**src/rtl/rv32_pkg.sv**
```systemverilog
// Shared RV32I encoding constants for the program-building encoder: format
// codes, base opcodes, immediate range limits and the encoder FSM state type.
package rv32_pkg;

  localparam logic [2:0] FMT_R = 3'd0;
  localparam logic [2:0] FMT_I = 3'd1;
  localparam logic [2:0] FMT_S = 3'd2;
  localparam logic [2:0] FMT_B = 3'd3;
  localparam logic [2:0] FMT_U = 3'd4;
  localparam logic [2:0] FMT_J = 3'd5;

  localparam logic [6:0] OPC_LOAD   = 7'h03;
  localparam logic [6:0] OPC_OP_IMM = 7'h13;
  localparam logic [6:0] OPC_AUIPC  = 7'h17;
  localparam logic [6:0] OPC_STORE  = 7'h23;
  localparam logic [6:0] OPC_OP     = 7'h33;
  localparam logic [6:0] OPC_LUI    = 7'h37;
  localparam logic [6:0] OPC_BRANCH = 7'h63;
  localparam logic [6:0] OPC_JALR   = 7'h67;
  localparam logic [6:0] OPC_JAL    = 7'h6F;

  localparam int IMM_I_MIN = -2048;
  localparam int IMM_I_MAX = 2047;
  localparam int IMM_B_MIN = -4096;
  localparam int IMM_B_MAX = 4094;
  localparam int IMM_J_MIN = -1048576;
  localparam int IMM_J_MAX = 1048574;

  typedef enum logic [1:0] {
    ST_IDLE  = 2'd0,
    ST_ENC   = 2'd1,
    ST_WRITE = 2'd2
  } enc_state_e;

  function automatic logic imm_in_range(input logic [31:0] imm, input int lo, input int hi);
    return ($signed(imm) >= lo) && ($signed(imm) <= hi);
  endfunction

endpackage

```
**src/rtl/inst_pack.sv**
```systemverilog
// Combinational RV32I field packer: scatters the immediate into the bit
// positions of the selected format and flags immediates the format cannot hold.
module inst_pack
  import rv32_pkg::*;
(
  input  logic [2:0]  fmt,
  input  logic [6:0]  opcode,
  input  logic [4:0]  rd,
  input  logic [4:0]  rs1,
  input  logic [4:0]  rs2,
  input  logic [2:0]  funct3,
  input  logic [6:0]  funct7,
  input  logic [31:0] imm,
  output logic [31:0] word,
  output logic        range_ok
);

  // Branch and jump offsets are halfword-aligned, so bit 0 must be clear.
  always_comb begin
    word     = '0;
    range_ok = 1'b0;
    case (fmt)
      FMT_R: begin
        word     = {funct7, rs2, rs1, funct3, rd, opcode};
        range_ok = 1'b1;
      end
      FMT_I: begin
        word     = {imm[11:0], rs1, funct3, rd, opcode};
        range_ok = imm_in_range(imm, IMM_I_MIN, IMM_I_MAX);
      end
      FMT_S: begin
        word     = {imm[11:5], rs2, rs1, funct3, imm[4:0], opcode};
        range_ok = imm_in_range(imm, IMM_I_MIN, IMM_I_MAX);
      end
      FMT_B: begin
        word     = {imm[12], imm[10:5], rs2, rs1, funct3, imm[4:1], imm[11], opcode};
        range_ok = imm_in_range(imm, IMM_B_MIN, IMM_B_MAX) && !imm[0];
      end
      FMT_U: begin
        word     = {imm[31:12], rd, opcode};
        range_ok = (imm[11:0] == 12'h000);
      end
      FMT_J: begin
        word     = {imm[20], imm[10:1], imm[11], imm[19:12], rd, opcode};
        range_ok = imm_in_range(imm, IMM_J_MIN, IMM_J_MAX) && !imm[0];
      end
      default: begin
        word     = '0;
        range_ok = 1'b0;
      end
    endcase
  end

endmodule

```
**src/rtl/inst_encoder_writer.sv**
```systemverilog
// Encodes decoded RV32I fields into instruction words and streams the legal
// ones into IMEM at an auto-incrementing word address.
module inst_encoder_writer
  import rv32_pkg::*;
#(
  parameter int ADDR_W    = 10,
  parameter int BASE_ADDR = 0
)
(
  input  logic              clk,
  input  logic              rst_n,
  input  logic              clr,
  input  logic              in_valid,
  output logic              in_ready,
  input  logic [2:0]        in_fmt,
  input  logic [6:0]        in_opcode,
  input  logic [4:0]        in_rd,
  input  logic [4:0]        in_rs1,
  input  logic [4:0]        in_rs2,
  input  logic [2:0]        in_funct3,
  input  logic [6:0]        in_funct7,
  input  logic [31:0]       in_imm,
  output logic              mem_valid,
  input  logic              mem_ready,
  output logic [ADDR_W-1:0] mem_addr,
  output logic [31:0]       mem_wdata,
  output logic [ADDR_W:0]   wr_count,
  output logic              err_range,
  output logic              err_sticky
);

  localparam logic [ADDR_W-1:0] BASE    = ADDR_W'(BASE_ADDR);
  localparam logic [ADDR_W:0]   CNT_MAX = '1;

  enc_state_e        state_q;
  logic              in_ready_q;
  logic              mem_valid_q;
  logic [ADDR_W-1:0] ptr_q;
  logic [31:0]       wdata_q;
  logic [ADDR_W:0]   cnt_q;
  logic              err_range_q;
  logic              err_sticky_q;
  logic              clr_pend_q;

  logic [2:0]        fmt_q;
  logic [6:0]        opcode_q;
  logic [4:0]        rd_q;
  logic [4:0]        rs1_q;
  logic [4:0]        rs2_q;
  logic [2:0]        funct3_q;
  logic [6:0]        funct7_q;
  logic [31:0]       imm_q;

  logic [31:0]       word_d;
  logic              range_ok_d;
  logic [ADDR_W-1:0] ptr_d;
  logic [ADDR_W:0]   cnt_d;

  inst_pack u_pack (
    .fmt      (fmt_q),
    .opcode   (opcode_q),
    .rd       (rd_q),
    .rs1      (rs1_q),
    .rs2      (rs2_q),
    .funct3   (funct3_q),
    .funct7   (funct7_q),
    .imm      (imm_q),
    .word     (word_d),
    .range_ok (range_ok_d)
  );

  assign ptr_d = ptr_q + 1'b1;
  assign cnt_d = (cnt_q == CNT_MAX) ? cnt_q : cnt_q + 1'b1;

  // A clr seen while a write is stalled is remembered so the pointer reset
  // lands after that write retires at its original address.
  always_ff @(posedge clk or negedge rst_n) begin
    if (!rst_n) begin
      state_q      <= ST_IDLE;
      in_ready_q   <= 1'b1;
      mem_valid_q  <= 1'b0;
      ptr_q        <= BASE;
      wdata_q      <= '0;
      cnt_q        <= '0;
      err_range_q  <= 1'b0;
      err_sticky_q <= 1'b0;
      clr_pend_q   <= 1'b0;
      fmt_q        <= '0;
      opcode_q     <= '0;
      rd_q         <= '0;
      rs1_q        <= '0;
      rs2_q        <= '0;
      funct3_q     <= '0;
      funct7_q     <= '0;
      imm_q        <= '0;
    end else begin
      err_range_q <= 1'b0;
      if (clr) begin
        err_sticky_q <= 1'b0;
      end
      case (state_q)
        ST_IDLE: begin
          if (clr) begin
            ptr_q <= BASE;
            cnt_q <= '0;
          end
          if (in_valid && in_ready_q) begin
            fmt_q      <= in_fmt;
            opcode_q   <= in_opcode;
            rd_q       <= in_rd;
            rs1_q      <= in_rs1;
            rs2_q      <= in_rs2;
            funct3_q   <= in_funct3;
            funct7_q   <= in_funct7;
            imm_q      <= in_imm;
            in_ready_q <= 1'b0;
            state_q    <= ST_ENC;
          end
        end
        ST_ENC: begin
          if (clr) begin
            ptr_q <= BASE;
            cnt_q <= '0;
          end
          if (range_ok_d) begin
            wdata_q     <= word_d;
            mem_valid_q <= 1'b1;
            state_q     <= ST_WRITE;
          end else begin
            err_range_q  <= 1'b1;
            err_sticky_q <= 1'b1;
            in_ready_q   <= 1'b1;
            state_q      <= ST_IDLE;
          end
        end
        ST_WRITE: begin
          if (clr) begin
            clr_pend_q <= 1'b1;
          end
          if (mem_ready) begin
            mem_valid_q <= 1'b0;
            in_ready_q  <= 1'b1;
            clr_pend_q  <= 1'b0;
            state_q     <= ST_IDLE;
            if (clr || clr_pend_q) begin
              ptr_q <= BASE;
              cnt_q <= '0;
            end else begin
              ptr_q <= ptr_d;
              cnt_q <= cnt_d;
            end
          end
        end
        default: begin
          state_q     <= ST_IDLE;
          in_ready_q  <= 1'b1;
          mem_valid_q <= 1'b0;
        end
      endcase
    end
  end

  assign in_ready   = in_ready_q;
  assign mem_valid  = mem_valid_q;
  assign mem_addr   = ptr_q;
  assign mem_wdata  = wdata_q;
  assign wr_count   = cnt_q;
  assign err_range  = err_range_q;
  assign err_sticky = err_sticky_q;

endmodule

```
**config.mk**
```make
export PLATFORM = sky130hd
export DESIGN_NAME = inst_encoder_writer
export DESIGN_NICKNAME = d
export VERILOG_FILES = /design/src/rtl/rv32_pkg.sv /design/src/rtl/inst_pack.sv /design/src/rtl/inst_encoder_writer.sv
export SDC_FILE = /design/constraint.sdc
export NUM_CORES = 1
export LEC_CHECK = 0
export ABC_AREA = 0
export CORE_MARGIN = 10
export CORE_UTILIZATION = 52
export CTS_BUF_LIST = sky130_fd_sc_hd__clkbuf_2
export DETAILED_ROUTE_END_ITERATION = 16
export PLACE_DENSITY = 0.88
export SYNTH_ARGS = -nofsm -noshare
export SYNTH_HDL_FRONTEND = slang
export SYNTH_HIERARCHICAL = 1
export SYNTH_SLANG_ARGS = --single-unit
```
**constraint.sdc**
```tcl
create_clock -name clk -period 2.5 [get_ports clk]
set_input_delay 0.25 -clock clk [delete_from_list [all_inputs] [get_ports clk]]
set_output_delay 0.25 -clock clk [all_outputs]
set_load 0.05 [all_outputs]
```
Word level (Yosys, flattened, before mapping)
Cells that the tools add are included.
{"block": "word_totals", "ff_bits": 127, "word_cells": 92, "input_bits": 72, "output_inout_bits": 57}
{"block": "op_classes", "n_addsub": 2, "reduce_logical": 23, "mux": 29, "n_bitwise": 1, "n_lt_le_gt_ge": 6, "eq_ne": 14}
{"op": "32-bit one-hot mux with 6 select lines", "count": 1}
{"op": "11-bit 2-to-1 mux", "count": 4}
{"op": "32-bit by 12-bit greater-or-equal comparator with 1-bit output, second input constant", "count": 1}
{"op": "32-bit by 13-bit greater-or-equal comparator with 1-bit output, second input constant", "count": 1}
{"op": "32-bit by 21-bit greater-or-equal comparator with 1-bit output, second input constant", "count": 1}
{"op": "32-bit by 12-bit <= comparator with 1-bit output, second input constant", "count": 1}
{"op": "32-bit by 13-bit <= comparator with 1-bit output, second input constant", "count": 1}
{"op": "32-bit by 21-bit <= comparator with 1-bit output, second input constant", "count": 1}
{"op": "10-bit 2-to-1 mux", "count": 3}
{"op": "11-bit one-hot mux with 2 select lines", "count": 1}
{"op": "10-bit one-hot mux with 2 select lines", "count": 1}
{"op": "12-bit logical NOT", "count": 1}
{"op": "1-bit 2-to-1 mux", "count": 12}
{"op": "11-bit by 1-bit adder with 11-bit output, second input constant", "count": 1}
{"op": "11-bit equality test, second input constant", "count": 1}
{"op": "10-bit by 1-bit adder with 10-bit output, second input constant", "count": 1}
{"op": "3-bit AND reduction", "count": 3}
{"op": "2-bit inequality test, second input constant", "count": 4}
{"op": "2-bit AND reduction", "count": 4}
{"op": "3-bit by 2-bit equality test with 1-bit output, second input constant", "count": 2}
{"op": "3-bit equality test, second input constant", "count": 2}
{"op": "1-bit logical AND", "count": 6}
{"op": "2-bit 2-to-1 mux", "count": 3}
{"op": "1-bit one-hot mux with 3 select lines", "count": 2}
{"op": "other kinds (15)", "count": 17}

Logic depth before layout (Yosys ltp)
{"block": "depth", "ltp_word": 6, "depth_mapped": 10}

Hierarchy
The synthesis kept the hierarchy.
{"module": "inst_encoder_writer", "area_per_inst_um2": 5091.1, "n_inst": 1, "cells_per_inst": 362}
{"module": "inst_pack", "area_per_inst_um2": 695.7, "n_inst": 1, "cells_per_inst": 111}

Worst setup path before layout
Ideal clock, no wire load.
{"block": "synth_path", "kind": "reg2reg", "start": "register fmt_q[2]", "end": "register wdata_q[10], in the netlist mem_wdata[10]", "t_arrival_ns": 2.131, "n_path_buf": 1, "setup_slack_ns": 0.245, "stages_incl_launch_ff": 8, "setup_ns": 0.125, "t_required_ns": 2.375, "cell_sequence": "dfrtp_1 > or4_1 > nor4_1 > a32oi_1 > nand3_1 > nand3b_1 > clkbuf_1 > mux2_2"}
{"block": "synth_between", "elab_chain_cells": 4}
{"element": "start: declaration", "line": "inst_encoder_writer.sv:45", "rtl": "logic [2:0] fmt_q;"}
{"element": "start signal: assignment", "line": "inst_encoder_writer.sv:108", "rtl": "fmt_q <= in_fmt;"}
{"element": "3-bit by 1-bit equality test with 1-bit output / 3-bit by 2-bit equality test with 1-bit output (equally long branches)", "line": "inst_pack.sv:22", "rtl": "case (fmt)"}
{"element": "2-bit OR reduction (no source line)"}
{"element": "1-bit one-hot mux with 5 select lines (*)", "line": "inst_pack.sv:22"}
{"element": "named net range_ok_d", "line": "inst_encoder_writer.sv:55", "rtl": "logic range_ok_d;"}
{"element": "2-bit AND reduction (no source line) (*)"}
{"element": "end signal: assignment", "line": "inst_encoder_writer.sv:126", "rtl": "wdata_q <= word_d;"}
{"element": "end: declaration", "line": "inst_encoder_writer.sv:39", "rtl": "logic [31:0] wdata_q;"}
The timed path passes the listed nets; every way through them passes the cells marked *.
A chain may end at the register's enable or synchronous reset.

Worst setup path in the final report
{"block": "layout_path", "start": "register imm_q[19]", "end": "register wdata_q[2], in the netlist mem_wdata[2]"}
{"block": "layout_between", "elab_chain_cells": 5}
{"element": "start: declaration", "line": "inst_encoder_writer.sv:52", "rtl": "logic [31:0] imm_q;"}
{"element": "start signal: assignment", "line": "inst_encoder_writer.sv:115", "rtl": "imm_q <= in_imm;"}
{"element": "32-bit by 21-bit greater-or-equal comparator with 1-bit output (tied with other cells)", "line": "rv32_pkg.sv:36", "rtl": "return ($signed(imm) >= lo) && ($signed(imm) <= hi);"}
{"element": "1-bit logical AND", "line": "rv32_pkg.sv:36"}
{"element": "1-bit logical AND (on tied branches)", "line": "inst_pack.sv:45, inst_pack.sv:37"}
{"element": "1-bit one-hot mux with 5 select lines (*)", "line": "inst_pack.sv:22"}
{"element": "named net range_ok_d", "line": "inst_encoder_writer.sv:55"}
{"element": "2-bit AND reduction (no source line) (*)"}
Marks and branches as above.

==> flow_metrics.py <==
metrics = {
    "worst_setup_path": {
        "critPathKind": "register to register",
        "critPathMaxFanout": 21,
        "cp.arrival_ns": 2.87,
        "cp-end-kind": "register",
        "critPathLaunchType": "register",
        "required_ns": 3.03,
    },
    "timing": {
        "fin_tns_setup_ns": 0,
        "skew_ns": 0.0312,
        "holdWs_ns": 0.108,
        "fmax_ghz": 0.427,
        "post-route-period-util": 0.937,
        "tightest_slew_ns": 0.631,
        "final_hold_viol_count": 0,
        "relSlewSlack": 0.578,
        "slew_viol_final": 0,
        "finalCriticalPeriod_ns": 2.34,
        "rsz0062_at_grt": "false",
        "setup_viol": 0,
    },
    "placed_design": {
        "dp_hpwl_um": 11200,
        "place_area_um2": 7260,
        "finalWeightedCongestion": 0.863,
        "io_buffer_count": 128,
    },
    "floorplanning": {
        "die_x_um": 125,
        "core-area_um2": 10900,
        "die_h_um": 125,
        "initial_core_util": 0.531,
        "die-area_um2": 15700,
        "num_rows": 38,
        "io_pins": 129,
    },
    "synthesis": {
        "synth.cell_area_um2": 5790,
        "ys_seq_elements": 127,
        "synth_area_per_cell_um2": 12.2,
        "synthCells": 473,
        "synth-async-reset-ratio": 1.00,
        "yosysTopAreaCell": "dfrtp_1",
        "synth_edf_count": 0,
        "ys_types": 52,
        "syn_nets": 547,
        "synth_area_leaders": "dfrtp_1, mux2_2, a22oi_1, a22o_1, nand2_1",
        "yosys_warnings": 6,
        "synth.top_cell.area_share": 0.545,
        "ys.flop_type": "dfrtp_1",
        "yosysSeqAreaShare": 0.549,
    },
    "clocking": {
        "cts_buffers": 17,
        "cts.path.max_buffers": 2,
        "clock_latency_ns": 0.66,
        "cts_tree": "yes",
        "cts.sinks": 127,
        "cts.clk_slew.worst_paths_ns": 0.18,
        "cts-root-buf": "clkbuf_2",
        "cts.htree.levels": 4,
    },
    "run_status": {
        "status": "complete, no violations",
    },
    "flow_run": {
        "drv_cap": 0,
    },
    "pwr": {
        "ir_drop_v": 0.000633,
        "combPwrFrac": 0.435,
        "power.internal_uw": 5130,
        "p_sw_frac": 0.402,
        "pwr-share-seq": 0.417,
        "switching_power_uw": 3450,
        "clkPwrFrac": 0.147,
        "p_per_area_nw_per_um2": 1140,
        "cellLeakagePower_uw": 0.00321,
    },
    "global_route": {
        "grt_pass1_wl_um": 24500,
        "grt_antenna_before_repair": 0,
        "grt_max_degree": 69,
        "grt_overflow_total": 0,
        "grt_pass1_vias": 4634,
        "grt_usage": 0.188,
    },
    "drt": {
        "routed_wl_um": 15100,
        "drc": 0,
        "vias": 4589,
        "vias_per_cell": 6.01,
        "drt_first_pass_iters": 6,
        "drtAntennaViolNets": 0,
        "drt_iter0_drc": 702,
        "wl_per_cell_um": 19.8,
    },
    "finish": {
        "area_growth_pct": 29.9,
        "final_area_um2": 7520,
        "num-nets-final": 684,
        "num_antenna_cells": 0,
        "layout-drive-gt1-share": 0.249,
    },
    "min_path": {
        "hp-class": "primary input to async pin",
    },
}
==> registers in the layout, indices dropped and copies added (netlist names) <==
| register | flops |
|---|---|
| funct3_q | 3 |
| funct7_q | 7 |
| rs1_q | 5 |
| mem_addr | 10 |
| in_ready | 1 |
| fmt_q | 3 |
| mem_valid | 1 |
| err_range | 1 |
| mem_wdata | 32 |
| err_sticky | 1 |
| rs2_q | 5 |
| imm_q | 32 |
| clr_pend_q | 1 |
| wr_count | 11 |
| rd_q | 5 |
| opcode_q | 7 |
| state_q | 2 |
==> repair_timing <==
action	4_1_cts	5_1_grt
setup endpoints to repair	0	33
buffers inserted	0	0
gates resized for setup	0	1
endpoints found under the hold margin	90	0
hold buffers	1	0
==> cell families after synthesis <==
group | after synthesis | share of synthesized area
fa+ha+maj | 2 | 0.00432
buf+inv | 31 | 0.0225
mux | 102 | 0.198
simple gates | 103 | 0.0984
compound gates | 108 | 0.127
flops | 127 | 0.549
==> final cells by class <==
cell class | instances | area (um2)
repair buffers | 143 | 1420
inverters | 6 | 22.5
well taps | 140 | 175
clock buffers | 18 | 90.1
clock inverters | 14 | 149
flip-flops and latches | 127 | 3180
multi-input cells | 315 | 2480
fillers | 814 | 3370
==> metal layers <==
layer | wire [um] | vias up | part of all wire | track usage
li1 | - | 2065 | - | -
met1 | 6060 | 2288 | 0.40 | 0.224
met5 | 0 | - | 0 | 0
met3 | 1110 | 14 | 0.074 | 0.0651
met2 | 7780 | 222 | 0.52 | 0.316
met4 | 114 | 0 | 0.0076 | 0.0528
==> per-stage QoR <==
step / power (uW) / worst slack, ns / utilization / std cells
floorplan: 6000 / 0.245 / - / 473
global placement: 7170 / 0.208 / 0.667 / 730
detailed placement: 7350 / 0.113 / 0.667 / 730
CTS: 8620 / 0.0684 / 0.690 / 763
global route: 9060 / 0.0387 / 0.690 / 763
finish: 8590 / 0.158 / 0.690 / 763
==> Yosys cell counts (2+ instances only) <==
cell      number
nor3_1         4
nor3b_1        2
a21oi_1        9
o22a_1         2
o21ai_1        9
and2_1         9
a22o_1        13
a21o_1         2
ha_1           2
nand2b_1       4
a31oi_1        7
nand3_1       11
or4b_1         2
nor2_1        13
inv_1          6
o31ai_1        8
or3_1          2
o41ai_1        3
nand2_1       27
clkbuf_1      13
o211ai_1       2
mux2_2       101
nand4_1        8
and4_1         2
o22ai_1        6
o21ai_0       20
and3_1         4
dfrtp_1      126
nor4_1         8
a22oi_1       16
buf_2         11
==> critical path, cell delays in order (launching register included) <==
cell	delay, ns
dfrtp_1	0.44
or4_1	0.50
nor4_1	0.30
a32oi_1	0.15
nand3_1	0.16
nand3b_1	0.12
buf_4	0.25
mux2_2	0.30
==> worst paths after layout <==
| kind | start | end | slack, ns | cells past startpoint |
|---|---|---|---|---|
| worst max-delay path | imm_q[19] | mem_wdata[2] | 0.16 | 7 |
| worst min-delay path | rst_n | mem_wdata[1] | 0.11 | 2 |
| worst max register to register | imm_q[19] | mem_wdata[2] | 0.16 | 7 |
| worst min register to register | err_sticky | err_sticky | 0.50 | 1 |
| max in group asynchronous | rst_n | mem_wdata[23] | 1.50 | 3 |
| min in group clk | in_imm[21] | imm_q[21] | 0.20 | 2 |
==> power by group through the flow <==
stage          Combinational, uW  Sequential, uW  Clock [uW]
2_1_floorplan               1790            4210           0
3_3_place_gp                3600            3570           0
3_5_place_dp                3730            3610           0
5_1_grt                     3970            3690        1400
4_1_cts                     3740            3570        1310
6_report                    3740            3580        1270
==> cell usage in the layout, fill, tap and decap left out, drive strengths merged, types with 8 or more instances in the layout <==
master           n
o31ai            8
clkinv          10
o21ai           30
clkbuf          18
clkdlybuf4s50  127
dfrtp          126
nor4             9
nand2           27
a22oi           16
nand3           11
and2             9
a21oi            9
a22o            13
nor2            13
mux2           101
nand4            8
buf             15
(Power assumes the default switching activity.)
